[config.mk]
export PLATFORM = sky130hd
export DESIGN_NAME = ysyx_22040759_mem_arbiter
export DESIGN_NICKNAME = d
export VERILOG_FILES = /design/src/rtl/ysyx_22040759_mem_arbiter.sv
export SDC_FILE = /design/constraint.sdc
export NUM_CORES = 1
export LEC_CHECK = 0
export ABC_AREA = 1
export ABC_CLOCK_PERIOD_IN_PS = 1650
export BUFFER_PORTS_ARGS = -buffer_cell sky130_fd_sc_hd__buf_4
export CAP_MARGIN = 25
export CELL_PAD_IN_SITES_DETAIL_PLACEMENT = 1
export CELL_PAD_IN_SITES_GLOBAL_PLACEMENT = 1
export CORE_AREA = 2 2 219 221
export DETAILED_ROUTE_END_ITERATION = 8
export DIE_AREA = 0 0 221 223
export GPL_TIMING_DRIVEN = 0
export PLACE_DENSITY = 0.66
export SYNTH_ARGS = -nofsm -noshare
export SYNTH_HDL_FRONTEND = slang
export SYNTH_SLANG_ARGS = --single-unit
[constraint.sdc]
create_clock -name i_clk -period 1.65 [get_ports i_clk]
set_input_delay 0.33 -clock i_clk [delete_from_list [all_inputs] [get_ports i_clk]]
set_output_delay 0.33 -clock i_clk [all_outputs]
set_load 0.05 [all_outputs]
[src/rtl/ysyx_22040759_mem_arbiter.sv]
// ----------------------------------------------------------------------------
// ysyx_22040759_mem_arbiter
//
// Purpose:
//   Shares the single data-RAM port of the multi-cycle core between the
//   instruction-fetch unit (read-only) and the load/store unit (read/write).
//   At most one requester is granted per cycle. The RAM control lines are
//   driven combinationally from the granted request. The response is
//   registered and returned exactly one cycle after the grant.
//
//   The LSU has fixed priority. A starvation counter tracks how many cycles
//   in a row the IFU has been requesting without a grant. Once the counter
//   reaches MAX_WAIT, the IFU is forced ahead of the LSU for one grant.
//
// Parameters:
//   MAX_WAIT : consecutive denied IFU cycles before forced IFU priority (1..15)
//   CNT_W    : starvation counter width, 2**CNT_W must exceed MAX_WAIT
//
// Ports:
//   i_clk, i_rst        : clock and synchronous active-high reset
//   i_ifu_req_valid     : IFU fetch request
//   o_ifu_req_ready     : IFU grant (handshake completes on valid & ready)
//   i_ifu_addr          : 4-byte aligned fetch address
//   o_ifu_rsp_valid     : one-cycle pulse, fetched instruction valid
//   o_ifu_rsp_inst      : fetched 32-bit instruction (held until next fetch)
//   i_lsu_req_valid     : LSU request
//   o_lsu_req_ready     : LSU grant
//   i_lsu_we            : 1 = store, 0 = load
//   i_lsu_func3         : RISC-V funct3 of the access, forwarded to the RAM
//   i_lsu_addr          : load/store address
//   i_lsu_wdata         : store data
//   o_lsu_rsp_valid     : one-cycle pulse, load data or store acknowledge
//   o_lsu_rsp_data      : load data, zero for a store acknowledge
//   o_mem_ren/o_mem_wen : RAM read/write enables
//   o_mem_func3         : RAM access size/type
//   o_mem_raddr         : RAM read address
//   o_mem_waddr         : RAM write address
//   o_mem_wdata         : RAM write data
//   i_mem_rdata         : RAM combinational read data
// ----------------------------------------------------------------------------
module ysyx_22040759_mem_arbiter #(
    parameter int MAX_WAIT = 4,
    parameter int CNT_W    = 4
) (
    input  logic        i_clk,
    input  logic        i_rst,

    input  logic        i_ifu_req_valid,
    output logic        o_ifu_req_ready,
    input  logic [63:0] i_ifu_addr,
    output logic        o_ifu_rsp_valid,
    output logic [31:0] o_ifu_rsp_inst,

    input  logic        i_lsu_req_valid,
    output logic        o_lsu_req_ready,
    input  logic        i_lsu_we,
    input  logic [2:0]  i_lsu_func3,
    input  logic [63:0] i_lsu_addr,
    input  logic [63:0] i_lsu_wdata,
    output logic        o_lsu_rsp_valid,
    output logic [63:0] o_lsu_rsp_data,

    output logic        o_mem_ren,
    output logic        o_mem_wen,
    output logic [2:0]  o_mem_func3,
    output logic [63:0] o_mem_raddr,
    output logic [63:0] o_mem_waddr,
    output logic [63:0] o_mem_wdata,
    input  logic [63:0] i_mem_rdata
);

    // Fetches are always full 64-bit reads; the word is picked afterwards.
    localparam logic [2:0]       FUNC3_FETCH = 3'b011;
    localparam logic [CNT_W-1:0] WAIT_LIMIT  = CNT_W'(MAX_WAIT);

    logic [CNT_W-1:0] r_cnt;
    logic             r_ifu_rsp_valid;
    logic [31:0]      r_ifu_rsp_inst;
    logic             r_lsu_rsp_valid;
    logic [63:0]      r_lsu_rsp_data;

    logic             w_force_ifu;
    logic             w_ifu_grant;
    logic             w_lsu_grant;
    logic [31:0]      w_fetch_word;

    assign w_force_ifu = (r_cnt == WAIT_LIMIT);

    // Address bit 2 selects which half of the 64-bit RAM word holds the
    // instruction.
    assign w_fetch_word = i_ifu_addr[2] ? i_mem_rdata[63:32] : i_mem_rdata[31:0];

    // Grant selection. The LSU wins, unless the IFU has waited long enough
    // and is still requesting. Reset suppresses every grant, so nothing
    // reaches the RAM or the response registers during a reset cycle.
    always_comb begin
        w_ifu_grant = 1'b0;
        w_lsu_grant = 1'b0;
        if (!i_rst) begin
            if (i_lsu_req_valid && !(w_force_ifu && i_ifu_req_valid)) begin
                w_lsu_grant = 1'b1;
            end else if (i_ifu_req_valid) begin
                w_ifu_grant = 1'b1;
            end
        end
    end

    assign o_ifu_req_ready = w_ifu_grant;
    assign o_lsu_req_ready = w_lsu_grant;

    // RAM port mux. When idle, func3 rests at the fetch encoding. During
    // reset, every RAM output, func3 included, is forced to zero.
    always_comb begin
        o_mem_ren   = 1'b0;
        o_mem_wen   = 1'b0;
        o_mem_func3 = FUNC3_FETCH;
        o_mem_raddr = 64'd0;
        o_mem_waddr = 64'd0;
        o_mem_wdata = 64'd0;
        if (i_rst) begin
            o_mem_func3 = 3'b000;
        end else if (w_lsu_grant) begin
            o_mem_func3 = i_lsu_func3;
            if (i_lsu_we) begin
                o_mem_wen   = 1'b1;
                o_mem_waddr = i_lsu_addr;
                o_mem_wdata = i_lsu_wdata;
            end else begin
                o_mem_ren   = 1'b1;
                o_mem_raddr = i_lsu_addr;
            end
        end else if (w_ifu_grant) begin
            o_mem_ren   = 1'b1;
            o_mem_raddr = i_ifu_addr;
        end
    end

    // Starvation counter. It counts consecutive cycles in which the IFU
    // asks but is not served, and it saturates at the limit. It clears as
    // soon as the IFU is served or stops asking.
    always_ff @(posedge i_clk) begin
        if (i_rst) begin
            r_cnt <= '0;
        end else if (i_ifu_req_valid && !w_ifu_grant) begin
            if (r_cnt < WAIT_LIMIT) begin
                r_cnt <= r_cnt + 1'b1;
            end
        end else begin
            r_cnt <= '0;
        end
    end

    // IFU response. The valid bit is a one-cycle pulse that follows the
    // grant. The instruction register keeps its value until the next fetch.
    always_ff @(posedge i_clk) begin
        if (i_rst) begin
            r_ifu_rsp_valid <= 1'b0;
            r_ifu_rsp_inst  <= 32'd0;
        end else begin
            r_ifu_rsp_valid <= w_ifu_grant;
            if (w_ifu_grant) begin
                r_ifu_rsp_inst <= w_fetch_word;
            end
        end
    end

    // LSU response. A load captures the RAM data. A store is acknowledged
    // with zero data, so consumers never see stale load data on a store.
    always_ff @(posedge i_clk) begin
        if (i_rst) begin
            r_lsu_rsp_valid <= 1'b0;
            r_lsu_rsp_data  <= 64'd0;
        end else begin
            r_lsu_rsp_valid <= w_lsu_grant;
            if (w_lsu_grant) begin
                r_lsu_rsp_data <= i_lsu_we ? 64'd0 : i_mem_rdata;
            end
        end
    end

    assign o_ifu_rsp_valid = r_ifu_rsp_valid;
    assign o_ifu_rsp_inst  = r_ifu_rsp_inst;
    assign o_lsu_rsp_valid = r_lsu_rsp_valid;
    assign o_lsu_rsp_data  = r_lsu_rsp_data;

endmodule

==> results.txt, run 1 <==
setup repair after global routing missed its margin = true
pin count of the biggest net entering global routing = 18
initial antenna violation count = 2
Power Dens Cells = 530 mW/mm^2
mean post-synth cell area = 5.16 um^2
outcome = complete, but fails checks
cell with the largest stage delay on the worst path = dfxtp_2
cell at the root of the clock tree = clkbuf_16
clock-pin slew on the worst setup and hold paths = 0.09 ns
clock network latency to the later pin of the worst-skew pair = 0.37 ns
worst slack on hold paths = 0.354 ns
Layout Nets = 2430
drt drc = 0
number of standard cells after synthesis = 1537
area of the placeable core = 0.0471 mm^2
synthesis-to-layout area growth = 129%
horizontal die dimension = 221 um
Post-Route Setup TNS = -144.69 ns
vias in the first global route = 12.7k
summed instance area of the synthesized netlist = 0.00792 mm^2
# setup viols final = 279
number of vias per cell = 4.18
Top-Level Pins = 561
final design utilization = 38.4%
Starting DRT DRC Count = 346
H-Tree Depth = 3
startpoint-to-endpoint class of the critical path = flip-flop to output pin
WL final = 56.3 mm
fin crit share = 145%
Max-Cap Viols = 0
Port Buf Inserts = 557
wire length of the first global-routing pass = 80.1 mm
total overflow reported by the global router = 0
TritonCTS clock tree = built
hpwl dp = 44.6 mm
DR WL/cell = 20.2 um
combined area of the multi-input logic cells = 0.00640 mm^2
Die Area = 0.0493 mm^2
final estimated routing congestion in global placement = 0.924
critical path, cell by cell = inv_2, ha_4, nand2_4, inv_4, nand2_8, buf_12, nand2_8, buf_12, buf_8, buf_12, nand2_4, a21oi_4, buf_8
maximum resistive drop on vdd = 0.000450 V
clock period minus final worst setup slack = 2.39 ns
number of distinct library cells after synthesis = 20
Hold Vio Cnt, Final = 0
violations in the final reports = negative setup slack
final critical-path setup slack = -0.736 ns
Synth Register Bits = 102
worst clock skew = 0.0117 ns
maximum cell stage delay along the critical path = 0.33 ns
buffers from clock root to sink, at most = 2
endpoint kind of the worst setup timing path = output pin
cts-stage hold buffer count = 0
Crit Path Max Fanout = 5
Static Leak = 9.12 nW
Initial Util = 16.8%
count of clock tree sinks = 102
detailed-routing iteration count for the pre-antenna-repair pass = 7
proportion of layout cells with a drive suffix above 1 = 50.7%
sequential element share of the synthesized area = 25.8%
CP Launch Type = flip-flop
area occupied by registers = 0.00204 mm^2
total number of placement rows = 80
Fmax achieved = 0.419 GHz
worst reg-to-reg setup slack = -0.31 ns
number of filler instances in the final layout = 5790
DIE HEIGHT = 223 um
slew at the pin closest to its max-slew limit = 0.926 ns
antenna-violating nets left = 0
Max-slew headroom = 38.3%
worst endpoint required time = 1.32 ns
nets in the synthesized netlist = 1803
Ys Warns = 0
count of pins over their slew limit = 0
most used cell along the critical path = buf_12
gr usage total = 21.6%
Num CTS Buffers = 9
arrival time reported for the critical path endpoint = 2.06 ns
via total after detailed routing = 11.6k
Hold/Removal Path Class = primary input to flip-flop
[worst max-delay path: cells and delay by family, from the launching register on]
| family | cells | cell delay, ns |
|---|---|---|
| buf+inv | 7 | 0.81 |
| compound gates | 1 | 0.15 |
| fa+ha+maj | 1 | 0.14 |
| simple gates | 4 | 0.24 |
| flops | 1 | 0.33 |
[where the power goes]
group	switching, mW	internal, mW
Combinational	2.98	1.88
Clock	1.05	1.04
Sequential	0.0777	2.58
[synthesized netlist by cell type]
cell	instances	share of area [%]
ha_1	2	0.32
nand3_4	1	0.22
clkbuf_1	41	1.9
a22oi_1	15	1.4
nand3_1	53	3.3
inv_2	2	0.095
xor2_1	1	0.11
dfxtp_1	102	26
buf_1	6	0.28
nand2_4	1	0.14
buf_4	7	0.66
o21ai_0	110	6.9
buf_6	4	0.57
nor2_2	1	0.079
nand2_2	1	0.079
buf_2	50	3.2
inv_1	352	17
nand2_1	305	14
nor2_1	429	20
a21oi_1	54	3.4
[stage by stage]
step | area [um^2] | setup slack [ns] | power (mW) | std cells
2_1_floorplan | 9440 | -0.282 | 5.13 | 1537
3_3_place_gp | 14400 | -1.07 | 6.60 | 2709
3_5_place_dp | 14400 | -1.07 | 6.66 | 2711
4_1_cts | 17400 | -0.793 | 9.47 | 2774
5_1_grt | 18100 | -0.831 | 10.1 | 2785
6_report | 18100 | -0.736 | 9.61 | 2785
[cells by family (layout without fill, tap and decap cells)]
logic type | after synthesis | count (layout) | synth area share (%)
buf+inv | 462 | 1094 | 23.4
flops | 102 | 102 | 25.8
fa+ha+maj | 2 | 2 | 0.316
simple gates | 791 | 791 | 38.6
xor+xnor | 1 | 1 | 0.111
compound gates | 179 | 179 | 11.8
other cells | 0 | 1 | 0
[placed cells by master (no fill, tap or decap), types with 36 or more instances in the layout]
| cell type | count |
|---|---|
| inv_1 | 321 |
| buf_4 | 404 |
| nand2_1 | 221 |
| nand2_4 | 49 |
| buf_6 | 91 |
| nor2_4 | 142 |
| nor2_1 | 279 |
| dfxtp_1 | 100 |
| buf_8 | 105 |
| o21ai_0 | 36 |
[final cells by class]
cell class,instances,share of cell area (%)
timing repair buffer,619,34.4
clock buffer,11,1.28
tap,615,4.25
buffer,105,5.70
antenna,1,0.0138
sequential,102,11.3
inverter,354,7.53
clock inverter,5,0.228
multi-input combinational,973,35.3
[layer usage]
metal	vias up	track usage (%)	wire length (um)	part of all wire, %
met5	-	0	12	0.021
met4	2	4.65	1310	2.3
met3	56	6.43	3740	6.6
met2	357	38.5	28200	50
met1	5521	25.5	23100	41
li1	5695	-	-	-
[final timing paths]
check	startpoint	to	cells past startpoint
hold reg to reg	o_ifu_rsp_inst[15]$_SDFFE_PP0P_	o_ifu_rsp_inst[15]$_SDFFE_PP0P_	2
hold / removal	i_mem_rdata[19]	o_lsu_rsp_data[19]$_SDFFE_PP0P_	5
setup reg to reg	r_cnt[0]$_SDFFE_PP0N_	o_ifu_rsp_inst[21]$_SDFFE_PP0P_	15
setup / recovery	r_cnt[0]$_SDFFE_PP0N_	o_mem_raddr[37]	13
[timing repair]
| item | in CTS | in global routing |
|---|---|---|
| endpoints found under the setup margin | 299 | 295 |
| setup buffers | 34 | 14 |
| pin swaps | 40 | 30 |
| cloned | 15 | 7 |
| resized for setup | 578 | 211 |
[registers in the layout (all words and copies together), names as in the netlist]
name	count
o_lsu_rsp_data	64
o_ifu_rsp_inst	32
r_cnt	4
o_ifu_rsp_valid	1
o_lsu_rsp_valid	1
(Power assumes the default switching activity.)
==> run 2, diff against run 1 <==
Settings changed: CELL_PAD_IN_SITES_GLOBAL_PLACEMENT 1 to 2, CORE_AREA 2 2 219 221 to unset, CORE_UTILIZATION set to 16, DIE_AREA 0 0 221 223 to unset, PLACE_DENSITY 0.66 to 0.82.
==> results.txt, run 2 (same netlist as run 1, synthesis figures left out) <==
Crit Path Max Fanout = 7 (+2)
switching fraction of total power = 41.5% (-1.2 points)
setup repair after global routing missed its margin = true
origin of the critical flop-to-flop path = r_cnt[0]$_SDFFE_PP0N_
total overflow reported by the global router = 0 (unchanged)
depth of the worst hold-timing path = 5 (unchanged)
combined area of the multi-input logic cells = 0.00646 mm^2 (+0.92%)
Worst Min Path Start = i_mem_rdata[62]
arrival time reported for the critical path endpoint = 2.12 ns (+0.06 ns)
placed inst area = 0.0145 mm^2 (+0.43%)
clock network latency to the later pin of the worst-skew pair = 0.38 ns (about the same)
startpoint-to-endpoint class of the critical path = flip-flop to output pin
commonest non-fill, non-tap cell in the layout = buf_4
maximum resistive drop on vdd = 0.000344 V (-24%)
FF-to-FF End = o_ifu_rsp_inst[9]$_SDFFE_PP0P_
Hold/Removal Path Class = primary input to flip-flop
vias in the first global route = 12.3k (-3.0%)
worst endpoint required time = 1.32 ns (about the same)
gr usage total = 21.0% (-0.61 points)
Static Leak = 9.25 nW (+1.4%)
pin count of the biggest net entering global routing = 18 (unchanged)
via total after detailed routing = 11.7k (+0.80%)
final critical-path setup slack = -0.799 ns (-0.0634 ns)
clock-pin slew on the worst setup and hold paths = 0.08 ns (about the same)
final estimated routing congestion in global placement = 0.923 (-0.11%)
sequential fraction of design power = 26.4% (-1.3 points)
TritonCTS clock tree = built
cell family with most CP delay = buffers and inverters
number of vias per cell = 4.13 (-1.2%)
wire length of the first global-routing pass = 78.1 mm (-2.5%)
slew at the pin closest to its max-slew limit = 1.09 ns (+0.161 ns)
horizontal die dimension = 225 um (+1.6%)
worst slack on hold paths = 0.317 ns (-0.0361 ns)
Power Dens Cells = 542 mW/mm^2 (+2.3%)
count of clock tree sinks = 102 (unchanged)
maximum cell stage delay along the critical path = 0.33 ns (about the same)
internal power contribution = 5.88 mW (+7.0%)
critical path, cell by cell = inv_2, ha_4, nand2_2, inv_2, nand2_8, nand3_4, buf_12, buf_16, buf_12, nand2_4, nand2_4, clkinvlp_4, buf_8
buffers from clock root to sink, at most = 2 (unchanged)
Gate power share = 48.8% (-1.7 points)
WL final = 55.3 mm (-1.9%)
Critical path buffers and inverters = 7 (unchanged)
area of the placeable core = 0.0488 mm^2 (+3.6%)
number of flip-flops under the largest register name = 64 (unchanged)
Port Buf Inserts = 557 (unchanged)
worst clock skew = 0.0115 ns (-0.000254 ns)
CP Launch Type = flip-flop
hpwl dp = 42.6 mm (-4.5%)
Initial Util = 16.2% (-0.59 points)
Num CTS Buffers = 9 (unchanged)
worst reg-to-reg setup slack = -0.15 ns (+0.16 ns)
initial antenna violation count = 3 (+1)
violations in the final reports = negative setup slack
area occupied by registers = 0.00204 mm^2 (unchanged)
commonest cells after routing, fill and taps aside = 378 x buf_4, 318 x inv_1, 279 x nor2_1, 227 x nand2_1, 144 x nor2_4
final design utilization = 38.0% (-0.44 points)
DIE HEIGHT = 225 um (+0.69%)
DR WL/cell = 19.5 um (-3.8%)
drt drc = 0 (unchanged)
power share of the clock group = 24.8% (+3.0 points)
total number of placement rows = 81 (+1.3%)
Max-slew headroom = 27.5% (-11 points)
proportion of layout cells with a drive suffix above 1 = 51.7% (+1.1 points)
Hold Vio Cnt, Final = 0 (unchanged)
cell depth of the worst flop-to-flop path = 13 (-2)
Starting DRT DRC Count = 348 (+0.58%)
Psw = 4.18 mW (+1.8%)
# setup viols final = 256 (-8.2%)
Top-Level Pins = 561 (unchanged)
endpoint kind of the worst setup timing path = output pin
fin crit share = 148% (+3.8 points)
Max-Cap Viols = 0 (unchanged)
cell with the largest stage delay on the worst path = dfxtp_2
post-route standard cell area excluding fillers = 0.0186 mm^2 (+2.4%)
Post-Route Setup TNS = -143.26 ns (+1.43 ns)
worst min-delay path endpoint = o_lsu_rsp_data[62]$_SDFFE_PP0P_
count of pins over their slew limit = 0 (unchanged)
number of filler instances in the final layout = 5984 (+3.4%)
synthesis-to-layout area growth = 134%
cell at the root of the clock tree = clkbuf_16
Die Area = 0.0504 mm^2 (+2.3%)
detailed-routing iteration count for the pre-antenna-repair pass = 4 (-3)
clock period minus final worst setup slack = 2.45 ns (+0.0634 ns)
Layout Nets = 2436 (+0.25%)
Fmax achieved = 0.408 GHz (-2.6%)
outcome = complete, but fails checks
antenna-violating nets left = 0 (unchanged)
total power = 10.1 mW (+4.8%)
H-Tree Depth = 3 (unchanged)
## run 2: changes by cell type in the layout (fill, tap and decap cells not counted), moves of 5 or more
cell	change
o21ai_0	+8
a21oi_2	+6
buf_8	+18
a22oi_2	+7
o21ai_1	-16
buf_6	+13
a22oi_1	-7
nand2_1	+6
a21oi_1	-6
nand2_2	+5
nand2_4	-12
buf_4	-26
## run 2: worst max path at each step
stage	from	to	slack, ns	cells after the start
6_report	r_cnt[0]$_SDFFE_PP0N_	o_mem_raddr[54]	-0.80	13
5_1_grt	r_cnt[0]$_SDFFE_PP0N_	o_mem_raddr[19]	-0.91	13
4_1_cts	r_cnt[0]$_SDFFE_PP0N_	o_mem_wdata[7]	-0.82	11
3_5_place_dp	i_rst	o_mem_raddr[0]	-1.02	7
3_3_place_gp	i_rst	o_mem_raddr[0]	-1.00	7
2_1_floorplan	r_cnt[0]$_SDFFE_PP0N_	o_mem_waddr[24]	-0.28	11
## run 2: what timing repair did
action	in CTS	in global routing
setup buffers	34	18
gates resized for setup	554	294
setup endpoints to repair	296	292
cloned	15	10
hold buffers	0	0
pin swaps	44	49
## run 2: per-stage QoR
stage          cells  setup WS, ns
2_1_floorplan   1537        -0.282
3_3_place_gp    2758         -1.00
3_5_place_dp    2760         -1.02
4_1_cts         2823        -0.819
5_1_grt         2840        -0.906
6_report        2840        -0.799
## run 2: worst reg2reg max path: stages, from the launching register on
cell and delay, ns:
dfxtp_2 0.34, inv_2 0.05, ha_4 0.15, nand2_2 0.05
inv_2 0.06, nand2_8 0.08, nand2_8 0.09, buf_12 0.18
buf_8 0.12, buf_12 0.14, buf_12 0.14, buf_8 0.13
a21oi_2 0.12, nor2_1 0.06
## run 2: area by class of cell
cell class              count  share of cell area [%]
repair buffers            628                    35.2
inverters                 354                    7.33
plain buffers             102                    5.39
clock buffers              10                    1.29
diodes                      1                  0.0135
clock inverters             6                   0.492
well taps                 664                    4.48
flip-flops and latches    102                    11.0
multi-input cells         973                    34.8
## run 2: metal layers
layer / wire [um] / track usage, % / vias up / share of wire [%]
met1: 23700 / 25.9 / 5619 / 43
met2: 27500 / 36.8 / 347 / 50
met3: 3130 / 5.43 / 47 / 5.7
li1: - / - / 5709 / -
met4: 888 / 3.71 / 2 / 1.6
met5: 17 / 0 / - / 0.031
## run 2: power groups by stage
| stage | registers (mW) | clock network (mW) | logic [mW] |
|---|---|---|---|
| global route | 2.68 | 2.70 | 5.21 |
| global placement | 2.71 | 0 | 3.89 |
| floorplan | 3.11 | 0 | 2.02 |
| detailed placement | 2.71 | 0 | 3.94 |
| CTS | 2.66 | 2.59 | 4.63 |
| finish | 2.66 | 2.50 | 4.91 |
